### config.mk
export PLATFORM = sky130hd
export DESIGN_NAME = snake_body_tracker
export DESIGN_NICKNAME = d
export VERILOG_FILES = /design/src/rtl/snake_pkg.sv /design/src/rtl/snake_seg_ram.sv /design/src/rtl/snake_body_tracker.sv
export SDC_FILE = /design/constraint.sdc
export NUM_CORES = 1
export LEC_CHECK = 0
export CAP_MARGIN = 20
export CORE_ASPECT_RATIO = 0.5
export CORE_MARGIN = 10
export CORE_UTILIZATION = 55
export DETAILED_ROUTE_END_ITERATION = 6
export PLACE_DENSITY = 0.7
export SLEW_MARGIN = 5
export SYNTH_ARGS = -nofsm -noshare
export SYNTH_HDL_FRONTEND = slang
export SYNTH_SLANG_ARGS = --single-unit
### constraint.sdc
create_clock -name clk -period 7.81 [get_ports clk]
set_clock_uncertainty 0.2 [all_clocks]
set_input_delay 1.562 -clock clk [delete_from_list [all_inputs] [get_ports clk]]
set_output_delay 1.562 -clock clk [all_outputs]
set_load 0.05 [all_outputs]
### src/rtl/snake_pkg.sv
// Shared widths, colours and FSM encoding
// for the snake body tracker.
package snake_pkg;

  localparam int H_W     = 5;
  localparam int V_W     = 5;
  localparam int MAX_L   = 64;
  localparam int LEN_W   = 7;
  localparam int COLOR_W = 8;

  localparam logic [7:0] HEAD_CLR = 8'hff;
  localparam logic [7:0] BODY_CLR = 8'h0f;
  localparam logic [7:0] BG_CLR   = 8'h00;

  typedef enum logic [2:0] {
    S_IDLE,
    S_SCAN,
    S_PUSH,
    S_DRAW_HEAD,
    S_DRAW_BODY,
    S_ERASE_TAIL
  } state_t;

endpackage

### src/rtl/snake_seg_ram.sv
// Ring storage for body segments:
// one write port, registered read port.
module snake_seg_ram #(
  parameter int           W     = 10,
  parameter int           DEPTH = 64,
  parameter logic [W-1:0] INIT  = '0,
  localparam int          AW    = $clog2(DEPTH)
) (
  input  logic          clk,
  input  logic          rst_n,
  input  logic          we,
  input  logic [AW-1:0] waddr,
  input  logic [W-1:0]  wdata,
  input  logic [AW-1:0] raddr,
  output logic [W-1:0]  rdata
);

  logic [W-1:0] mem [DEPTH];

  always_ff @(posedge clk or negedge rst_n) begin
    if (!rst_n) begin
      for (int i = 0; i < DEPTH; i++)
        mem[i] <= (i == 0) ? INIT : '0;
      rdata <= '0;
    end else begin
      if (we)
        mem[waddr] <= wdata;
      rdata <= mem[raddr];
    end
  end

endmodule

### src/rtl/snake_body_tracker.sv
// Snake body ring buffer: self-bite scan,
// push/pop of segments and draw requests.
module snake_body_tracker
  import snake_pkg::*;
#(
  parameter int H_LOGIC_WIDTH  = H_W,
  parameter int V_LOGIC_WIDTH  = V_W,
  parameter int MAX_LEN        = MAX_L,
  parameter int LEN_WIDTH      = LEN_W,
  parameter int COLOR_ID_WIDTH = COLOR_W,
  parameter logic [H_LOGIC_WIDTH-1:0]
    INIT_X = '0,
  parameter logic [V_LOGIC_WIDTH-1:0]
    INIT_Y = '0,
  parameter logic [COLOR_ID_WIDTH-1:0]
    HEAD_COLOR = COLOR_ID_WIDTH'(HEAD_CLR),
  parameter logic [COLOR_ID_WIDTH-1:0]
    BODY_COLOR = COLOR_ID_WIDTH'(BODY_CLR),
  parameter logic [COLOR_ID_WIDTH-1:0]
    BG_COLOR   = COLOR_ID_WIDTH'(BG_CLR)
) (
  input  logic                      clk,
  input  logic                      rst_n,
  input  logic                      step,
  input  logic [H_LOGIC_WIDTH-1:0]  head_x,
  input  logic [V_LOGIC_WIDTH-1:0]  head_y,
  input  logic                      grow,
  output logic                      busy,
  output logic                      done,
  output logic                      bite_self,
  output logic                      full,
  output logic [LEN_WIDTH-1:0]      length,
  output logic [H_LOGIC_WIDTH-1:0]  px,
  output logic [V_LOGIC_WIDTH-1:0]  py,
  output logic [COLOR_ID_WIDTH-1:0] pcolor,
  output logic                      pvld,
  input  logic                      pdone
);

  localparam int PW = $clog2(MAX_LEN);
  localparam int SW = H_LOGIC_WIDTH + V_LOGIC_WIDTH;

  state_t          state, nstate;
  logic [PW-1:0]   wr_ptr, rd_ptr, raddr;
  logic [PW-1:0]   scan_base;
  logic [SW-1:0]   new_q, head_q, tail_q, rdata;
  logic [LEN_WIDTH-1:0] scan_idx, scan_cnt;
  logic            eff_grow_q, grow_now;
  logic            issued, done_q, bite_q;
  logic            is_draw, scan_last;
  logic            match, pdone_ok, len_one;

  assign len_one   = length == LEN_WIDTH'(1);
  assign full      = length == LEN_WIDTH'(MAX_LEN);
  assign grow_now  = grow && !full;
  assign scan_cnt  = eff_grow_q ? length
                   : length - LEN_WIDTH'(1);
  assign scan_last = scan_idx
                   == scan_cnt - LEN_WIDTH'(1);
  assign match     = rdata == new_q;
  assign pdone_ok  = issued && pdone;
  assign scan_base = eff_grow_q ? rd_ptr
                   : rd_ptr + PW'(1);
  assign is_draw   = state == S_DRAW_HEAD
                  || state == S_DRAW_BODY
                  || state == S_ERASE_TAIL;

  // Tail is skipped by the scan when it vacates;
  // the final read fetches it for the pop.
  always_comb begin
    raddr = rd_ptr;
    unique case (state)
      S_IDLE:
        if (!grow_now && !len_one)
          raddr = rd_ptr + PW'(1);
      S_SCAN:
        if (!scan_last)
          raddr = scan_base
                + PW'(scan_idx) + PW'(1);
      default: raddr = rd_ptr;
    endcase
  end

  snake_seg_ram #(
    .W     (SW),
    .DEPTH (MAX_LEN),
    .INIT  ({INIT_X, INIT_Y})
  ) u_ram (
    .clk   (clk),
    .rst_n (rst_n),
    .we    (state == S_PUSH),
    .waddr (wr_ptr),
    .wdata (new_q),
    .raddr (raddr),
    .rdata (rdata)
  );

  always_ff @(posedge clk or negedge rst_n) begin
    if (!rst_n)
      state <= S_IDLE;
    else
      state <= nstate;
  end

  always_comb begin
    nstate = state;
    unique case (state)
      S_IDLE:
        if (step)
          nstate = (len_one && !grow_now)
                 ? S_PUSH : S_SCAN;
      S_SCAN:
        if (match)
          nstate = S_IDLE;
        else if (scan_last)
          nstate = S_PUSH;
      S_PUSH:
        nstate = S_DRAW_HEAD;
      S_DRAW_HEAD:
        if (pdone_ok)
          nstate = (len_one && !eff_grow_q)
                 ? S_ERASE_TAIL : S_DRAW_BODY;
      S_DRAW_BODY:
        if (pdone_ok)
          nstate = eff_grow_q
                 ? S_IDLE : S_ERASE_TAIL;
      S_ERASE_TAIL:
        if (pdone_ok)
          nstate = S_IDLE;
      default: nstate = S_IDLE;
    endcase
  end

  always_ff @(posedge clk or negedge rst_n) begin
    if (!rst_n) begin
      wr_ptr     <= PW'(1);
      rd_ptr     <= '0;
      length     <= LEN_WIDTH'(1);
      new_q      <= '0;
      head_q     <= {INIT_X, INIT_Y};
      tail_q     <= '0;
      eff_grow_q <= 1'b0;
      scan_idx   <= '0;
      issued     <= 1'b0;
      done_q     <= 1'b0;
      bite_q     <= 1'b0;
    end else begin
      done_q <= 1'b0;
      bite_q <= 1'b0;
      issued <= is_draw && (nstate == state);
      unique case (state)
        S_IDLE:
          if (step) begin
            new_q      <= {head_x, head_y};
            eff_grow_q <= grow_now;
            scan_idx   <= '0;
          end
        S_SCAN: begin
          scan_idx <= scan_idx + LEN_WIDTH'(1);
          if (match)
            bite_q <= 1'b1;
        end
        S_PUSH: begin
          wr_ptr <= wr_ptr + PW'(1);
          tail_q <= rdata;
          if (eff_grow_q)
            length <= length + LEN_WIDTH'(1);
          else
            rd_ptr <= rd_ptr + PW'(1);
        end
        default:
          if (is_draw && nstate == S_IDLE) begin
            done_q <= 1'b1;
            head_q <= new_q;
          end
      endcase
    end
  end

  always_comb begin
    busy      = state != S_IDLE;
    done      = done_q;
    bite_self = bite_q;
    pvld      = is_draw && !issued;
    px        = '0;
    py        = '0;
    pcolor    = '0;
    unique case (1'b1)
      state == S_DRAW_HEAD: begin
        {px, py} = new_q;
        pcolor   = HEAD_COLOR;
      end
      state == S_DRAW_BODY: begin
        {px, py} = head_q;
        pcolor   = BODY_COLOR;
      end
      state == S_ERASE_TAIL: begin
        {px, py} = tail_q;
        pcolor   = BG_COLOR;
      end
      default: pcolor = '0;
    endcase
  end

endmodule
Word-level counts from Yosys, hierarchy flattened:

Index checks and enable logic that the tools add are counted.

* flip-flop bits (word level): 713
* input port bits: 15

* mux-type cells: 30
* bitwise logic cells: 3
* eq/ne operators: 11
* add/subtract/negate cells: 8
* $lt $le $gt $ge: 3
* reduce and logical (&&, ||, !) cells: 25

Operator list (number)
* 640-bit bitwise mux: 1
* 10-bit binary-select mux with 6-bit select: 1
* 10-bit demux with 6-bit select: 1
* 10-bit 2-to-1 mux: 3
* 5-bit case mux with 3 select lines: 2
* 3-bit 2-to-1 mux: 7
* 6-bit by 1-bit adder with 6-bit output (second input constant): 3
* 6-bit 2-to-1 mux: 3
* 3-bit case mux with 6 select lines: 1
* 8-bit case mux with 2 select lines: 1
* 7-bit by 1-bit adder with 7-bit output (second input constant): 2
* 7-bit greater-or-equal comparator (second input constant): 2
* 7-bit 2-to-1 mux: 2
* 6-bit inverter with 7-bit output: 2
* 7-bit case mux with 2 select lines: 1
* 7-bit by 1-bit subtractor with 7-bit output (second input constant): 2
* 6-bit case mux with 2 select lines: 1
* 10-bit equality test: 1
* 1-bit logical AND: 9
* 2-bit AND reduction: 4
* 7-bit by 1-bit equality test with 1-bit output (second input constant): 1
* 7-bit equality test: 1
* 7-bit equality test (second input constant): 1
* 7-bit by 1-bit < comparator with 1-bit output (second input constant): 1
* 15 further kinds: 27

Logic depth before layout (Yosys ltp):

Gate-level depths: netlist (run 1).

* depth in word-level cells: 12
* depth in mapped cells: 21
* mapped depth without buffers: 17

Modules after synthesis:

From an unflattened synthesis (run 1), not the netlist that was laid out.

* cells, all modules: 2305
* area, all modules: 33589.7 um2

By module, submodules not included
* snake_seg_ram: sequential area each 16265.6 um2, area each 29493.3 um2, cells an instance 1858, instances 1
* snake_body_tracker: sequential area each 1579.0 um2, area each 4096.4 um2, cells an instance 447, instances 1

Worst setup path after synthesis (run 1):

No wires, ideal clock.

* path type: register -> register
* start: register length[0]
* end: register u_ram.rdata[5]
* arrival time: 4.385 ns
* library setup time: 0.121 ns
* path buffers: 4
* cell stages (with the launch flop): 21
* path slack: 3.104 ns
* required time: 7.489 ns
* cell sequence: dfstp_2 -> buf_2 -> inv_1 -> ha_1 -> nor2_1 -> a21oi_1 -> ha_1 -> xnor2_1 -> xnor3_1 -> nor3_1 -> nand4_1 -> nor4_4 -> mux2_4 -> nand2_1 -> buf_2 -> buf_2 -> buf_1 -> nand3_1 -> a31oi_1 -> o211ai_1 -> and4b_1

* word-level cells in the longest chain between the ends: 11
* elaborated cells between the ends (all ways): 18
* classes of those cells: add/sub: 2; eq/ne: 3; mux: 7; bitwise: 1; reduce/logical: 5

Ends and longest elaborated chain
* start: declaration: RTL line snake_body_tracker.sv:32 `output logic [LEN_WIDTH-1:0] length,`
* start signal: assignment: RTL line snake_body_tracker.sv:167 `length <= length + LEN_WIDTH'(1);`
* parallel branches: the longest is 6 deep, another holds 7-bit by 1-bit subtractor with 7-bit output
* 6-bit case mux with 2 select lines *: RTL line snake_body_tracker.sv:72 `unique case (state)`
* 6-bit inverter with 7-bit output (implied by the code) *: RTL line snake_seg_ram.sv:28 `rdata <= mem[raddr];`
* 10-bit binary-select mux with 6-bit select *: RTL line snake_seg_ram.sv:28
* 10-bit 2-to-1 mux (implied by the code) * (2 in series): RTL line snake_seg_ram.sv:28
* end signal: assignment: RTL line snake_seg_ram.sv:28
* end: declaration: RTL line snake_seg_ram.sv:15 `output logic [W-1:0] rdata`

Every way passes the cells marked *. The select of a mux whose other input is x is not followed.
A chain may end at the register's enable or synchronous reset.

Worst setup path in the final report (run 1):

Same ends and word-level chain as after synthesis.

==> results of run 1 <==
==> how the worst max path moves through the flow <==
stage          startpoint              to  depth (start not counted)
2_1_floorplan   length[0]  u_ram.rdata[5]                         20
3_3_place_gp         grow  u_ram.rdata[8]                         12
3_5_place_dp         grow  u_ram.rdata[8]                         12
4_1_cts         length[0]  u_ram.rdata[0]                         17
5_1_grt         length[0]  u_ram.rdata[5]                         18
6_report        length[0]  u_ram.rdata[5]                         17
==> worst min-delay path: stages, from the launching register on <==
cell,delay (ps)
dfrtp_1,340
nand2_1,50
nand2_1,50
==> sequential cells by signal (all words and copies together), names as in the netlist <==
| register | flops |
|---|---|
| length | 7 |
| u_ram.mem | 640 |
| tail_q | 10 |
| issued | 1 |
| eff_grow_q | 1 |
| head_q | 10 |
| new_q | 10 |
| rd_ptr | 6 |
| scan_idx | 7 |
| bite_self | 1 |
| done | 1 |
| u_ram.rdata | 10 |
| wr_ptr | 6 |
| state | 3 |
==> power by group through the flow <==
| stage | Combinational [W] | Sequential (W) | Clock (W) |
|---|---|---|---|
| 3_5_place_dp | 0.00836 | 0.00411 | 0 |
| 3_3_place_gp | 0.00837 | 0.00410 | 0 |
| 6_report | 0.00855 | 0.00405 | 0.00309 |
| 5_1_grt | 0.00905 | 0.00406 | 0.00328 |
| 2_1_floorplan | 0.00531 | 0.00399 | 0 |
| 4_1_cts | 0.00840 | 0.00404 | 0.00313 |
==> cell type report <==
cell class	instances	share of cell area, %
Timing Repair Buffer	94	2.52
Clock buffer	82	4.54
Antenna cell	1	0.00673
Inverter	11	0.111
Sequential cell	713	48.1
Multi-Input combinational cell	2140	41.2
Tap cell	825	2.78
Clock inverter	27	0.784
==> Yosys cell counts, types with 4 or more instances <==
master      n  area share, %
dfrtp_1   711             52
mux2_2    683             23
nand2_1   673            7.4
nand3_1   284            4.2
clkbuf_1  143            1.6
nor2_1     45           0.50
mux2i_1    42            1.2
buf_2      39           0.57
and3_1     37           0.68
a31oi_1    36           0.66
a21oi_1    31           0.45
nand4_1    31           0.57
o21ai_0    29           0.43
xor2_1     28           0.72
buf_1      26           0.29
xnor2_1    24           0.62
nor2b_1    18           0.33
nor3_1     16           0.23
nor4_1     14           0.26
a32oi_1    13           0.33
buf_4      12           0.26
ha_1       12           0.44
o22ai_1    12           0.22
inv_1      11           0.12
nand2b_1   10           0.18
o221ai_1   10           0.26
o211ai_1    9           0.20
a211oi_1    8           0.18
and4b_1     8           0.23
o22a_1      8           0.21
a311oi_1    5           0.13
and2_1      5          0.092
and4_1      4           0.10
==> cells by family after synthesis <==
kind of cell / count (synthesis) / synth area share [%]
AOI/OAI and AO/OA: 182 / 3.65
and+or+nand+nor: 1164 / 15.3
DFF: 713 / 52.3
adders and majority gates: 13 / 0.499
xor gates and xnor gates: 55 / 1.53
buffers and inverters: 236 / 2.94
muxes: 726 / 23.8
==> through the flow <==
step / std cells / hold WS (ps) / cell area [um2] / util (%) / total power (W)
floorplan: 3089 / 245 / 34100 / - / 0.00931
global placement: 3777 / 258 / 35100 / 57.4 / 0.0125
detailed placement: 3779 / 264 / 35200 / 57.4 / 0.0125
CTS: 3888 / 280 / 37100 / 60.6 / 0.0156
global route: 3892 / 298 / 37200 / 60.7 / 0.0164
finish: 3893 / 276 / 37200 / 60.7 / 0.0157
==> per-layer routing <==
| metal | vias up | track usage (%) | routed length (um) | part of all wire, % |
|---|---|---|---|---|
| met2 | 813 | 38.0 | 41300 | 45 |
| met5 | - | 0 | 13 | 0.014 |
| met4 | 2 | 6.26 | 2280 | 2.5 |
| met3 | 169 | 5.15 | 6910 | 7.5 |
| li1 | 10600 | - | - | - |
| met1 | 12500 | 35.2 | 41100 | 45 |
==> impl_metrics.tcl, run 1 <==
set metrics [dict create \
    coreArea_um2 61300 \
    status "finished clean" \
    arrival_ps 6260 \
    cts_tree "built" \
    cts.sinks 713 \
    fp-row-count 64 \
    async_reset_ff_share_pct 100 \
    syn_inst 3089 \
    maxSlewViolCount 0 \
    max_cap_viol_count 0 \
    hp-class "reg2reg" \
    cp_data_required_time_ps 8130 \
    crit_path_max_fanout 50 \
    drcViolationCount 0 \
    dp_hpwl_mm 56.5 \
    layout_commonest_cell "dfrtp_1" \
    via_per_inst 6.19 \
    dp_slack_ps 1790 \
    max_stage_delay_ps 640 \
    synth-seq-area-share_pct 52.3 \
    ys_ff_latch 713 \
    hold_viol 0 \
    cp_cell_sequence "inv_1 -> ha_1 -> nor2_1 -> a21oi_1 -> ha_1 -> nand2_1 -> mux2i_1 -> a31oi_2 -> nor4_4 -> mux2_4 -> nand2_4 -> buf_12 -> nand3_1 -> and3_1 -> a31oi_1 -> o211ai_1 -> and4b_1" \
    multi_input_area_um2 15300 \
    layout_setup_ws_ps 1870 \
    ctsHoldBuffers 0 \
    place.gp.congestion 0.892 \
    worstSetupEndpointType "flop" \
    fin_tns_setup_ps 0 \
    clock_path_buffers 3 \
    cts_setup_buffers 0 \
    die_height_um 196 \
    cp_top_family "simple AND/OR/NAND/NOR gates" \
    r2r_cells 17 \
    crit_top_cell "ha_1" \
    grt.overflow.total 0 \
    max_freq_mhz 168 \
    htree_levels 2 \
    tightest_slew_ps 1210 \
    pwr-share-comb_pct 54.5 \
    die_w_um 372 \
    ios 45 \
    final_layout_size_suffix_gt1_share_pct 28.2 \
    seqCellArea_um2 17900 \
    p_int_w 0.00753 \
    clock_latency_ps 650 \
    first_pass_iters 6 \
    synth_cell_type_count 68 \
    setup_viol 0 \
    start_util_pct 55.7 \
    reg2reg_from "length[0]" \
    yosysWarnings 0 \
    vdd_ir_drop_max_uv 978 \
    grt_use_total_pct 24.6 \
    finalCriticalPeriod_ps 5940 \
    numCtsBuffers 61 \
    crit_slowest_cell "dfstp_2" \
    hold_end "head_q[1]" \
    synth.avg_cell_area_um2 11.0 \
    grt_max_degree 178 \
    cts_root_buffer "clkbuf_16" \
    cts_resized 0 \
    hold_start "head_q[1]" \
    syn_nets 3117 \
    hold_depth 2 \
    grt_first_pass_wirelength_mm 143 \
    rsz0062_at_grt "no" \
    drt_iter0_markers 2387 \
    regToRegEndpoint "u_ram.rdata[5]" \
    synth_area_um2 34100 \
    r2r_slack_ps 1870 \
    finalNetCount 3049 \
    p_leak_nw 18.0 \
    fillers 4922 \
    drt-wirelength-per-cell_um 23.5 \
    start_kind "flop" \
    port_buffers 44 \
    yosys_most_used_dff "dfrtp_1" \
    synth_edf_count 0 \
    switching_share_pct 52.0 \
    antenna_found_initial 4 \
    finalWirelength_mm 91.5 \
    fin_crit_sh_pct 76.0 \
    path_class "reg2reg" \
    die_area_um2 73000 \
    slew_headroom_pct 19.0 \
    syn_to_final_growth_pct 8.92 \
    p_seq_share_pct 25.8 \
    path_clk_slew_ps 70 \
    p_per_area_nw_per_um2 422 \
    vias 24100 \
    p_switching_w 0.00817 \
    first_global_vias 23800 \
    mostFrequentLayoutCells "701 x dfrtp_1, 683 x mux2_2, 672 x nand2_1, 284 x nand3_1, 61 x clkbuf_16" \
    cp_num_buf_inv 2 \
    p_clk_share_pct 19.7 \
    drtAntennaViolNets 0 \
]
Note: power is estimated with default switching activity, not from simulation.
==> run 2: changes to the inputs <==
- PLACE_DENSITY: 0.7 -> 0.73
- clock period: 7.81 -> 5.2 ns (I/O delays scaled with it)
==> impl_metrics.tcl, run 2 (synthesized netlist as in run 1, its figures left out) <==
set metrics [dict create \
    cp_num_buf_inv 4 \
    hold_depth 2 \
    syn_to_final_growth_pct 11.7 \
    crit_path_max_fanout 33 \
    max_cap_viol_count 0 \
    start_util_pct 55.7 \
    finalWirelength_mm 95.2 \
    via_per_inst 6.26 \
    vias 24800 \
    r2r_slack_ps 190 \
    arrival_ps 5290 \
    maxSlewViolCount 0 \
    finalNetCount 3119 \
    dp_slack_ps 134 \
    p_leak_nw 18.5 \
    utilization_pct 62.2 \
    dp.cells 3839 \
    drt-wirelength-per-cell_um 24.0 \
    cp_data_required_time_ps 5490 \
    drcViolationCount 0 \
    path_class "reg2reg" \
    regToRegEndpoint "u_ram.rdata[7]" \
    grt_first_pass_wirelength_mm 148 \
    max_stage_delay_ps 520 \
    cp_cell_sequence "inv_1 -> ha_1 -> nor2_1 -> a21oi_1 -> ha_1 -> xnor2_1 -> xnor3_1 -> nor3_2 -> nand4_1 -> nor4_4 -> mux2_4 -> nand2_4 -> buf_16 -> buf_12 -> nand3_1 -> a32oi_1 -> buf_4 -> nand4_1 -> and4_1" \
    grt_use_total_pct 25.7 \
    clock_latency_ps 600 \
    p_per_area_nw_per_um2 664 \
    start_kind "flop" \
    die_height_um 196 \
    hp-class "reg2reg" \
    clock_path_buffers 3 \
    die_w_um 372 \
    largest_register "u_ram.mem" \
    drtAntennaViolNets 0 \
    fin_tns_setup_ps 0 \
    drt_iter0_markers 2693 \
    dp_hpwl_mm 59.7 \
    mostFrequentLayoutCells "700 x dfrtp_1, 683 x mux2_2, 672 x nand2_1, 282 x nand3_1, 89 x buf_4" \
    fin_crit_sh_pct 96.3 \
    hold_start "head_q[3]" \
    fp-row-count 64 \
    slew_headroom_pct 27.2 \
    layout_setup_ws_ps 194 \
    rsz0062_at_grt "no" \
    die_area_um2 73000 \
    vdd_ir_drop_max_uv 800 \
    numCtsBuffers 66 \
    first_global_vias 24600 \
    finalCriticalPeriod_ps 5010 \
    hold_viol 0 \
    cts_tree "built" \
    grt_max_degree 119 \
    cp_top_family "simple AND/OR/NAND/NOR gates" \
    antenna_found_initial 1 \
    first_pass_iters 6 \
    largest_reg_flops 640 \
    path_clk_slew_ps 70 \
    ios 45 \
    r2r_cells 19 \
    crit_slowest_cell "dfstp_2" \
    status "finished clean" \
    cts.sinks 713 \
    setup_viol 0 \
    cts_root_buffer "clkbuf_16" \
    max_freq_mhz 200 \
    htree_levels 3 \
    worstSetupEndpointType "flop" \
    hold_slack_ps 276 \
    grt.overflow.total 0 \
    port_buffers 44 \
    layout_commonest_cell "dfrtp_1" \
    reg2reg_from "length[0]" \
    final_cells 3963 \
    coreArea_um2 61300 \
    tightest_slew_ps 1080 \
    place.gp.congestion 0.913 \
    antenna_cells 0 \
    hold_end "head_q[3]" \
    final_layout_size_suffix_gt1_share_pct 30.2 \
]
run 2: cell types whose count changed in the layout (fill, tap and decap cells not counted), sizes merged:
cell and change:
and2 +1, clkinvlp -1, inv -3, bufinv -2, clkbuf +13, buf +63
diode -1
run 2: stage by stage:
step,power [W],cell area [um2]
after detailed placement,0.0196,35800
after global routing,0.0263,38100
after floorplan,0.0140,34100
after global placement,0.0196,35800
after CTS,0.0246,37900
final,0.0253,38100
run 2: final cells by class:
type | instances | area (um2)
well taps | 825 | 1030
multi-input cells | 2141 | 15400
flip-flops and latches | 713 | 17900
fillers | 4800 | 23200
inverters | 11 | 41.3
repair buffers | 158 | 1620
clock inverters | 21 | 205
clock buffers | 94 | 1930
run 2: routing by layer:
metal	track usage, %	wire length, um	vias up
li1	-	-	10800
met5	0	0	-
met3	5.59	8290	197
met4	7.24	2720	0
met1	37.7	42200	12800
met2	38.0	42100	1099
run 2: worst max-delay path by stage:
stage / depth (start not counted) / to / from / slack, ps
2_1_floorplan: 20 / u_ram.rdata[5] / length[0] / 490
5_1_grt: 19 / u_ram.rdata[0] / length[0] / 30
3_3_place_gp: 19 / u_ram.rdata[6] / length[0] / 180
6_report: 19 / u_ram.rdata[7] / length[0] / 190
3_5_place_dp: 18 / u_ram.rdata[3] / length[1] / 130
4_1_cts: 18 / u_ram.rdata[3] / length[1] / 90
run 2: timing repair:
action,4_1_cts,5_1_grt
gates resized for setup,0,20
buffers inserted,0,6
hold buffers,0,0
setup endpoints to repair,0,10
run 2: worst reg2reg max path: stages, from the launching register on:
cell	delay, ps
dfstp_2	520
inv_1	70
ha_1	320
nor2_1	100
a21oi_1	50
ha_1	260
xnor2_1	160
xnor3_1	240
nor3_2	150
nand4_1	220
nor4_4	450
mux2_4	380
nand2_4	170
buf_16	220
buf_12	250
nand3_1	190
a32oi_1	460
buf_4	200
nand4_1	80
and4_1	200
run 2: power by group:
group / internal [W] / switching [W]
logic: 0.00416 / 0.0101
clock network: 0.00275 / 0.00216
registers: 0.00576 / 0.000379
total: 0.0127 / 0.0126
